[src/rtl/register_file.sv]
`default_nettype none
// ============================================================================
// Module      : register_file
// Description : 32 x 16-bit register file with full/upper-byte write,
//               increment, decrement and combinational full/upper-byte read.
// Revision    : 1.0 - initial release
// ============================================================================
module register_file (
    input  logic        clk,
    input  logic        rst_n,
    input  logic [15:0] din,
    input  logic        read,
    input  logic        readu,
    input  logic        write,
    input  logic        writeu,
    input  logic        inc,
    input  logic        dec,
    input  logic [5:0]  id,
    output logic [15:0] dout
);

    localparam int C_NUM_REGS = 32;

    logic [15:0] r_regs [C_NUM_REGS];
    logic [4:0]  w_addr;
    logic [15:0] w_sel;
    logic        w_unused_id5;

    // id[5] is reserved; R0..R31 alias across both halves of the id space
    assign w_addr       = id[4:0];
    assign w_unused_id5 = id[5];
    assign w_sel        = r_regs[w_addr];

    always_ff @(posedge clk) begin
        if (!rst_n) begin
            for (int i = 0; i < C_NUM_REGS; i++) begin
                r_regs[i] <= 16'h0000;
            end
        end else if (write) begin
            r_regs[w_addr] <= din;
        end else if (writeu) begin
            r_regs[w_addr][15:8] <= din[7:0];
        end else if (inc) begin
            r_regs[w_addr] <= w_sel + 16'd1;
        end else if (dec) begin
            r_regs[w_addr] <= w_sel - 16'd1;
        end
    end

    // Reads see the stored value only; an update lands at the clock edge
    always_comb begin
        dout = 16'h0000;
        if (read) begin
            dout = w_sel;
        end else if (readu) begin
            dout = {8'h00, w_sel[15:8]};
        end
    end

endmodule
`default_nettype wire

[config.mk]
export PLATFORM = sky130hd
export DESIGN_NAME = register_file
export DESIGN_NICKNAME = d
export VERILOG_FILES = /design/src/rtl/register_file.sv
export SDC_FILE = /design/constraint.sdc
export NUM_CORES = 1
export LEC_CHECK = 0
export BUFFER_PORTS_ARGS = -buffer_cell sky130_fd_sc_hd__buf_2
export CAP_MARGIN = 20
export CORE_UTILIZATION = 55
export DETAILED_ROUTE_END_ITERATION = 10
export PLACE_DENSITY = 0.81
export SETUP_SLACK_MARGIN = 0.1
export SYNTH_ARGS = -nofsm -noshare
export SYNTH_HDL_FRONTEND = slang
export SYNTH_SLANG_ARGS = --single-unit
[constraint.sdc]
create_clock -name clk -period 3.7 [get_ports clk]
set_input_delay 0.185 -clock clk [delete_from_list [all_inputs] [get_ports clk]]
set_output_delay 0.185 -clock clk [all_outputs]
set_load 0.005 [all_outputs]
==> metrics.md, run 1 <==
| Metric | Value |
|---|---|
| Slowest cell on crit path | nor4_1 |
| Asr flop ratio synth | 0% |
| Clock Sinks | 512 |
| Routability congestion estimate | 0.947 |
| Number of core rows | 76 |
| Final WL | 66.7 mm |
| Core Region | 0.0435 mm^2 |
| Vias/cell | 6.41 |
| N_diodes | 0 |
| Worst-case clock skew | 0.0250 ns |
| Full die area | 0.0454 mm^2 |
| Seq/Total Area, Yosys | 62.8% |
| Number of global-route vias before repair | 16431 |
| Critical path class | register to register |
| Max reg flops | 512 |
| DR vias | 16927 |
| Drt pass-1 iters | 8 |
| Worst skew pair latency | 0.59 ns |
| Distinct cells, synth | 71 |
| NumNets Final | 2047 |
| Hold WC Path Type | input pin to register |
| DRT antenna net count | 0 |
| Area of the mapped netlist | 0.0245 mm^2 |
| Iter 0 DRT Violations | 2405 |
| Syn nets | 1948 |
| Yosys Warn Count | 0 |
| Pins over their slew limit | 0 |
| Initial Util | 56.3% |
| Synthesis-to-layout area growth | 12.8% |
| CP Max Fanout | 32 |
| Cells after synthesis | 1916 |
| Final setup violation count | 0 |
| Ranking of synthesized cells by area | edfxtp_1 (63%), mux2i_1 (10%), nor2_1 (5.3%), nor2_2 (3.1%), o22ai_1 (3.1%) |
| Pre-CTS setup slack | -0.0404 ns |
| # fillers | 3132 |
| Core Util, Final | 63.5% |
| CTS buffer count | 50 |
| Post-cts sizing count | 0 |
| NetSw | 3320 uW |
| Top Registers | r_regs x512 |
| Register with the most flip-flops | r_regs |
| Fmax | 287 MHz |
| Flops & latches, synth | 512 |
| Final worst setup slack | 0.219 ns |
| DRC | 0 |
| Hold_buf cts | 0 |
| Area share of the largest cell type after synthesis | 62.8% |
| Slew @ Worst Pin | 0.977 ns |
| Final Hold Viols | 0 |
| TritonCTS clock tree | yes |
| Crit-path cells | mux2i_1, o22ai_1, nor4_1, nand2_2, nor3_4, nand2_1, o311a_1, a2111oi_4, buf_12, nor2_2 |
| Final Power | 13300 uW |
| Placed insts | 2548 |
| Worst EP required | 4.02 ns |
| Static leakage | 0.0102 uW |
| Port Buffers | 44 |
| Most frequent cells in the layout | edfxtp_1 (512), nor2_1 (347), mux2i_1 (244) |
| Clock share of power | 37.5% |
| Commonest register cell after synthesis | edfxtp_1 |
| Clock Tree Buf Depth | 3 |
| Unrepaired setup endpoints after global routing | no |
| Pint | 9940 uW |
| Maximum number of pins on one net before global-route repair | 66 |
| Status | finished, final reports clean |
| Total gr overflow | 0 |
| EDFF count, synth | 512 |
| First-pass GRT wire length | 100 mm |
| Worst Setup End Kind | register |
| Final period util | 94.1% |
| Max rail drop VDD | 0.000440 V |
| CP peak stage delay | 0.72 ns |
| H-tree depth | 2 |
| PD cells | 480 mW/mm^2 |
| Multi-input logic area | 0.00825 mm^2 |
| Min Tclk post-route | 3.48 ns |
| Clk slew on worst S/H paths | 0.06 ns |
| Total track usage | 30.0% |
| DP HPWL | 44.5 mm |
| Net Sw Frac | 25.0% |
| Post-synth top area cell | edfxtp_1 |
| Max-Cap Viols | 0 |
| Initial antenna violation count | 2 |
| Layout cells sized above 1 | 21.8% |
| Commonest non-fill, non-tap cell in the layout | edfxtp_1 |
| Die height | 213 um |
| Top Ports | 46 |
| Setup TNS | 0 ns |
| Finished Layout Cells | 2639 |
| Comb power frac | 12.2% |
| FF+latch area | 0.0154 mm^2 |
| CP arrival | 3.80 ns |
| Avg Inst Size Synth | 12.8 um^2 |
| Clock Tree Root | clkbuf_16 |
| Die width | 213 um |
| Critical path launch point type | register |
| Wirelength per Cell | 25.3 um |
| Post-CTS Setup Bufs | 0 |
| Worst slew margin | 34.9% |
| Register share of total power | 50.4% |
worst max-delay path: cells and delay by family, from the launching register on:
family | cells | cell delay [ns]
compound gates | 3 | 0.92
buf+inv | 1 | 0.30
flops | 1 | 0.36
mux | 1 | 0.32
simple gates | 5 | 1.30
metal layers:
layer	track usage, %	vias up	routed length (um)
met5	0	-	29
li1	-	7287	-
met1	38.9	8183	23600
met2	48.4	1214	31700
met4	14.8	4	3620
met3	5.77	239	7800
cell usage after synthesis (3+ instances only):
master and instances:
o31ai_1 3, nor3b_1 4, nand4bb_4 4, nor2_2 120, a21oi_1 11, xnor2_1 5
nor2_1 348, nor4_2 11, nand4b_2 4, or4_1 4, o22ai_1 120, a22oi_1 5
nand2b_1 5, clkbuf_1 34, mux2i_1 244, buf_4 14, nand2_1 156, or4b_1 4
buf_1 10, nor2b_1 5, buf_6 43, edfxtp_1 512, mux4_2 8, nand3_1 6
nor4_1 22, o22ai_2 5, a22o_1 7, xor2_1 3, nand4_1 4, a221o_1 7
nand2_2 7, buf_2 38, nand2_4 3, and2_1 9, a221oi_1 3, nor4_4 4
nor3_1 69, o21ai_0 5, inv_1 5
power groups by stage:
stage | Sequential (uW) | Clock [uW] | Combinational [uW]
global placement | 6780 | 0 | 1550
finish | 6680 | 4970 | 1610
floorplan | 6770 | 0 | 957
global route | 6700 | 5180 | 1670
detailed placement | 6800 | 0 | 1580
CTS | 6680 | 4960 | 1580
logic make-up after synthesis:
logic type	count (synthesis)	synth area share, %
adder cells (fa/ha/maj)	2	0.102
buffers and inverters	146	3.99
flip-flops	512	62.8
XOR/XNOR	8	0.286
AND/OR/NAND/NOR	810	16.8
AO/OA/AOI/OAI	185	5.31
multiplexers	253	10.8
final cells by class:
type | count | share of cell area, %
clock buffer | 55 | 4.68
tap | 585 | 2.65
inverter | 5 | 0.0680
timing repair buffer | 188 | 6.02
sequential | 512 | 55.7
multi-input combinational | 1258 | 29.9
clock inverter | 36 | 1.03
stage by stage:
| step | cell area (um^2) | hold slack (ns) |
|---|---|---|
| after floorplan | 24500 | 0.459 |
| after global placement | 26000 | 0.754 |
| after detailed placement | 26000 | 0.765 |
| after CTS | 27600 | 0.174 |
| after global routing | 27600 | 0.185 |
| final | 27600 | 0.184 |
worst paths after layout:
| kind | cells after the start | to | startpoint | slack [ns] |
|---|---|---|---|---|
| max | 10 | r_regs[11][14]$_SDFFCE_PN0P_ | r_regs[17][5]$_SDFFCE_PN0P_ | 0.22 |
| min | 4 | r_regs[7][3]$_SDFFCE_PN0P_ | din[3] | 0.18 |
| max reg2reg | 10 | r_regs[11][14]$_SDFFCE_PN0P_ | r_regs[17][5]$_SDFFCE_PN0P_ | 0.22 |
| min reg2reg | 8 | r_regs[13][13]$_SDFFCE_PN0P_ | r_regs[31][13]$_SDFFCE_PN0P_ | 1.41 |
No activity file was read; power rests on OpenSTA's default activity.
==> inputs of run 2 (changes only) <==
--- a/config.mk
+++ b/config.mk
@@ -9,8 +9,10 @@
 export CAP_MARGIN = 20
 export CORE_UTILIZATION = 55
 export DETAILED_ROUTE_END_ITERATION = 10
+export MAX_ROUTING_LAYER = met4
 export PLACE_DENSITY = 0.81
 export SETUP_SLACK_MARGIN = 0.1
+export SLEW_MARGIN = 20
 export SYNTH_ARGS = -nofsm -noshare
 export SYNTH_HDL_FRONTEND = slang
 export SYNTH_SLANG_ARGS = --single-unit
==> run 2 against run 1 <==
  * Fmax increased by 0.96%
  * First-iteration DRC count decreased by 10%
  * Combinational power increased by 3%
  * Design area increased by 0.31%
  * Wire length increased by 1.6%
  * Largest power group unchanged
  * Clock skew decreased by 0.0032 ns
  * Count of clock-buffer cells in the layout increased by 8
  * Critical path depth increased by 3
  * Non-clock buffer count increased by 16
==> metrics.md, run 2 (same netlist as run 1, synthesis figures left out) <==
| Metric | Value |
|---|---|
| Status | finished, final reports clean |
| Full die area | 0.0454 mm^2 |
| Max reg flops | 512 |
| Unrepaired setup endpoints after global routing | no |
| Post-CTS Setup Bufs | 0 |
| Die height | 213 um |
| Reg2reg setup slack | 0.25 ns |
| Final WL | 67.8 mm |
| Worst path most repeated cell | inv_1 |
| Final setup violation count | 0 |
| Final Hold Viols | 0 |
| Die width | 213 um |
| Critical path launch point type | register |
| Total gr overflow | 0 |
| TritonCTS clock tree | yes |
| Final Power | 13100 uW |
| Top Ports | 46 |
| Clk slew on worst S/H paths | 0.06 ns |
| Number of global-route vias before repair | 16454 |
| Drt pass-1 iters | 6 |
| Finished Layout Cells | 2653 |
| Final period util | 93.2% |
| Max rail drop VDD | 0.000500 V |
| Placed insts | 2564 |
| Iter 0 DRT Violations | 2161 |
| NetSw | 3250 uW |
| Clock Tree Root | clkbuf_16 |
| Clock Sinks | 512 |
| Port Buffers | 44 |
| Wirelength per Cell | 25.6 um |
| Layout cells sized above 1 | 22.1% |
| CP Max Fanout | 32 |
| NumNets Final | 2061 |
| DR vias | 17067 |
| Maximum number of pins on one net before global-route repair | 66 |
| Slowest cell on crit path | edfxtp_1 |
| Routability congestion estimate | 1.01 |
| Comb power frac | 12.7% |
| Static leakage | 0.0103 uW |
| Vias/cell | 6.43 |
| Commonest non-fill, non-tap cell in the layout | edfxtp_1 |
| Initial Util | 56.3% |
| Clock share of power | 36.5% |
| Clock Tree Buf Depth | 3 |
| Crit-path cells | mux2i_1, o22ai_1, nor4_1, nand2_2, inv_1, ha_1, inv_1, nor3_4, nand2_1, o311a_1, a2111oi_4, buf_12, nor2_2 |
| H-tree depth | 2 |
| Core Region | 0.0435 mm^2 |
| Setup TNS | 0 ns |
| Min Tclk post-route | 3.45 ns |
| Synthesis-to-layout area growth | 13.1% |
| Register with the most flip-flops | r_regs |
| Worst EP required | 4.01 ns |
| Worst Setup End Kind | register |
| Hold WC Path Type | input pin to register |
| CP peak stage delay | 0.38 ns |
| CTS buffer count | 48 |
| Fmax | 290 MHz |
| Register share of total power | 50.9% |
| DRT antenna net count | 0 |
| Most frequent cells in the layout | edfxtp_1 (512), nor2_1 (347), mux2i_1 (244) |
| Pint | 9880 uW |
| Slew @ Worst Pin | 1.00 ns |
| DP HPWL | 45.1 mm |
| Top Registers | r_regs x512 |
| PD cells | 474 mW/mm^2 |
| Worst-case clock skew | 0.0217 ns |
| Worst slew margin | 33.1% |
| Net Sw Frac | 24.8% |
| DRC | 0 |
| Total track usage | 31.0% |
| Initial antenna violation count | 2 |
| First-pass GRT wire length | 99.8 mm |
| Max-Cap Viols | 0 |
| Critical path class | register to register |
| Pins over their slew limit | 0 |
| Worst skew pair latency | 0.57 ns |
| CP arrival | 3.75 ns |
| Number of core rows | 76 |
-- run 2: cell count changes in the layout (fill, tap and decap cells not counted), moves of 3 or more --
cell	previous run	this run
buf_4	116	129
clkbuf_1	4	14
clkinv_1	18	11
buf_12	28	31
clkinvlp_4	5	2
diode_2	0	3
inv_6	3	0
-- run 2: layout make-up --
class                           count  area, um^2
Multi-Input combinational cell   1258        8260
Clock inverter                     23         206
Tap cell                          585         732
Inverter                            5        18.8
Clock buffer                       63        1280
Timing Repair Buffer              204        1820
Fill cell                        3125       15800
Sequential cell                   512       15400
Antenna cell                        3        7.51
-- run 2: worst paths after layout --
path | endpoint | cells past startpoint | startpoint
max | r_regs[22][14]$_SDFFCE_PN0P_ | 13 | r_regs[3][1]$_SDFFCE_PN0P_
max reg2reg | r_regs[22][14]$_SDFFCE_PN0P_ | 13 | r_regs[3][1]$_SDFFCE_PN0P_
min reg2reg | r_regs[12][13]$_SDFFCE_PN0P_ | 8 | r_regs[31][13]$_SDFFCE_PN0P_
min | r_regs[31][2]$_SDFFCE_PN0P_ | 4 | din[2]
-- run 2: worst max-delay path: cells and delay by family, from the launching register on --
family,cells,cell delay (ns)
flip-flops,1,0.38
multiplexers,1,0.33
adder cells (fa/ha/maj),1,0.18
buffers and inverters,3,0.48
AND/OR/NAND/NOR,5,0.87
AO/OA/AOI/OAI,3,0.90
-- run 2: per-stage QoR --
stage | cell area [um^2] | setup slack, ns | utilization [%] | hold WS [ns]
floorplan | 24500 | 0.158 | - | 0.459
global placement | 26200 | 0.00245 | 60.3 | 0.760
global route | 27700 | 0.126 | 63.7 | 0.223
CTS | 27700 | 0.267 | 63.7 | 0.198
finish | 27700 | 0.252 | 63.7 | 0.204
detailed placement | 26200 | -0.0307 | 60.3 | 0.783
-- run 2: timing repair --
| action | CTS | global route |
|---|---|---|
| resized for setup | 0 | 2 |
| hold buffers | 0 | 0 |
| setup endpoints to repair | 0 | 22 |
-- run 2: power groups by stage --
stage                     combinational [uW]  sequential [uW]  clock [uW]
final                                   1660             6680        4790
after floorplan                          957             6770           0
after detailed placement                1610             6800           0
after CTS                               1620             6680        4780
after global routing                    1710             6700        4980
after global placement                  1590             6780           0
-- run 2: metal layers --
metal	vias to the layer above	share of wire, %	wire (um)	GRT usage (%)
met4	0	5.6	3800	15.5
li1	7312	-	-	-
met1	8276	35	23900	38.4
met2	1210	47	32200	48.8
met5	-	0	0	-
met3	269	12	7970	6.15
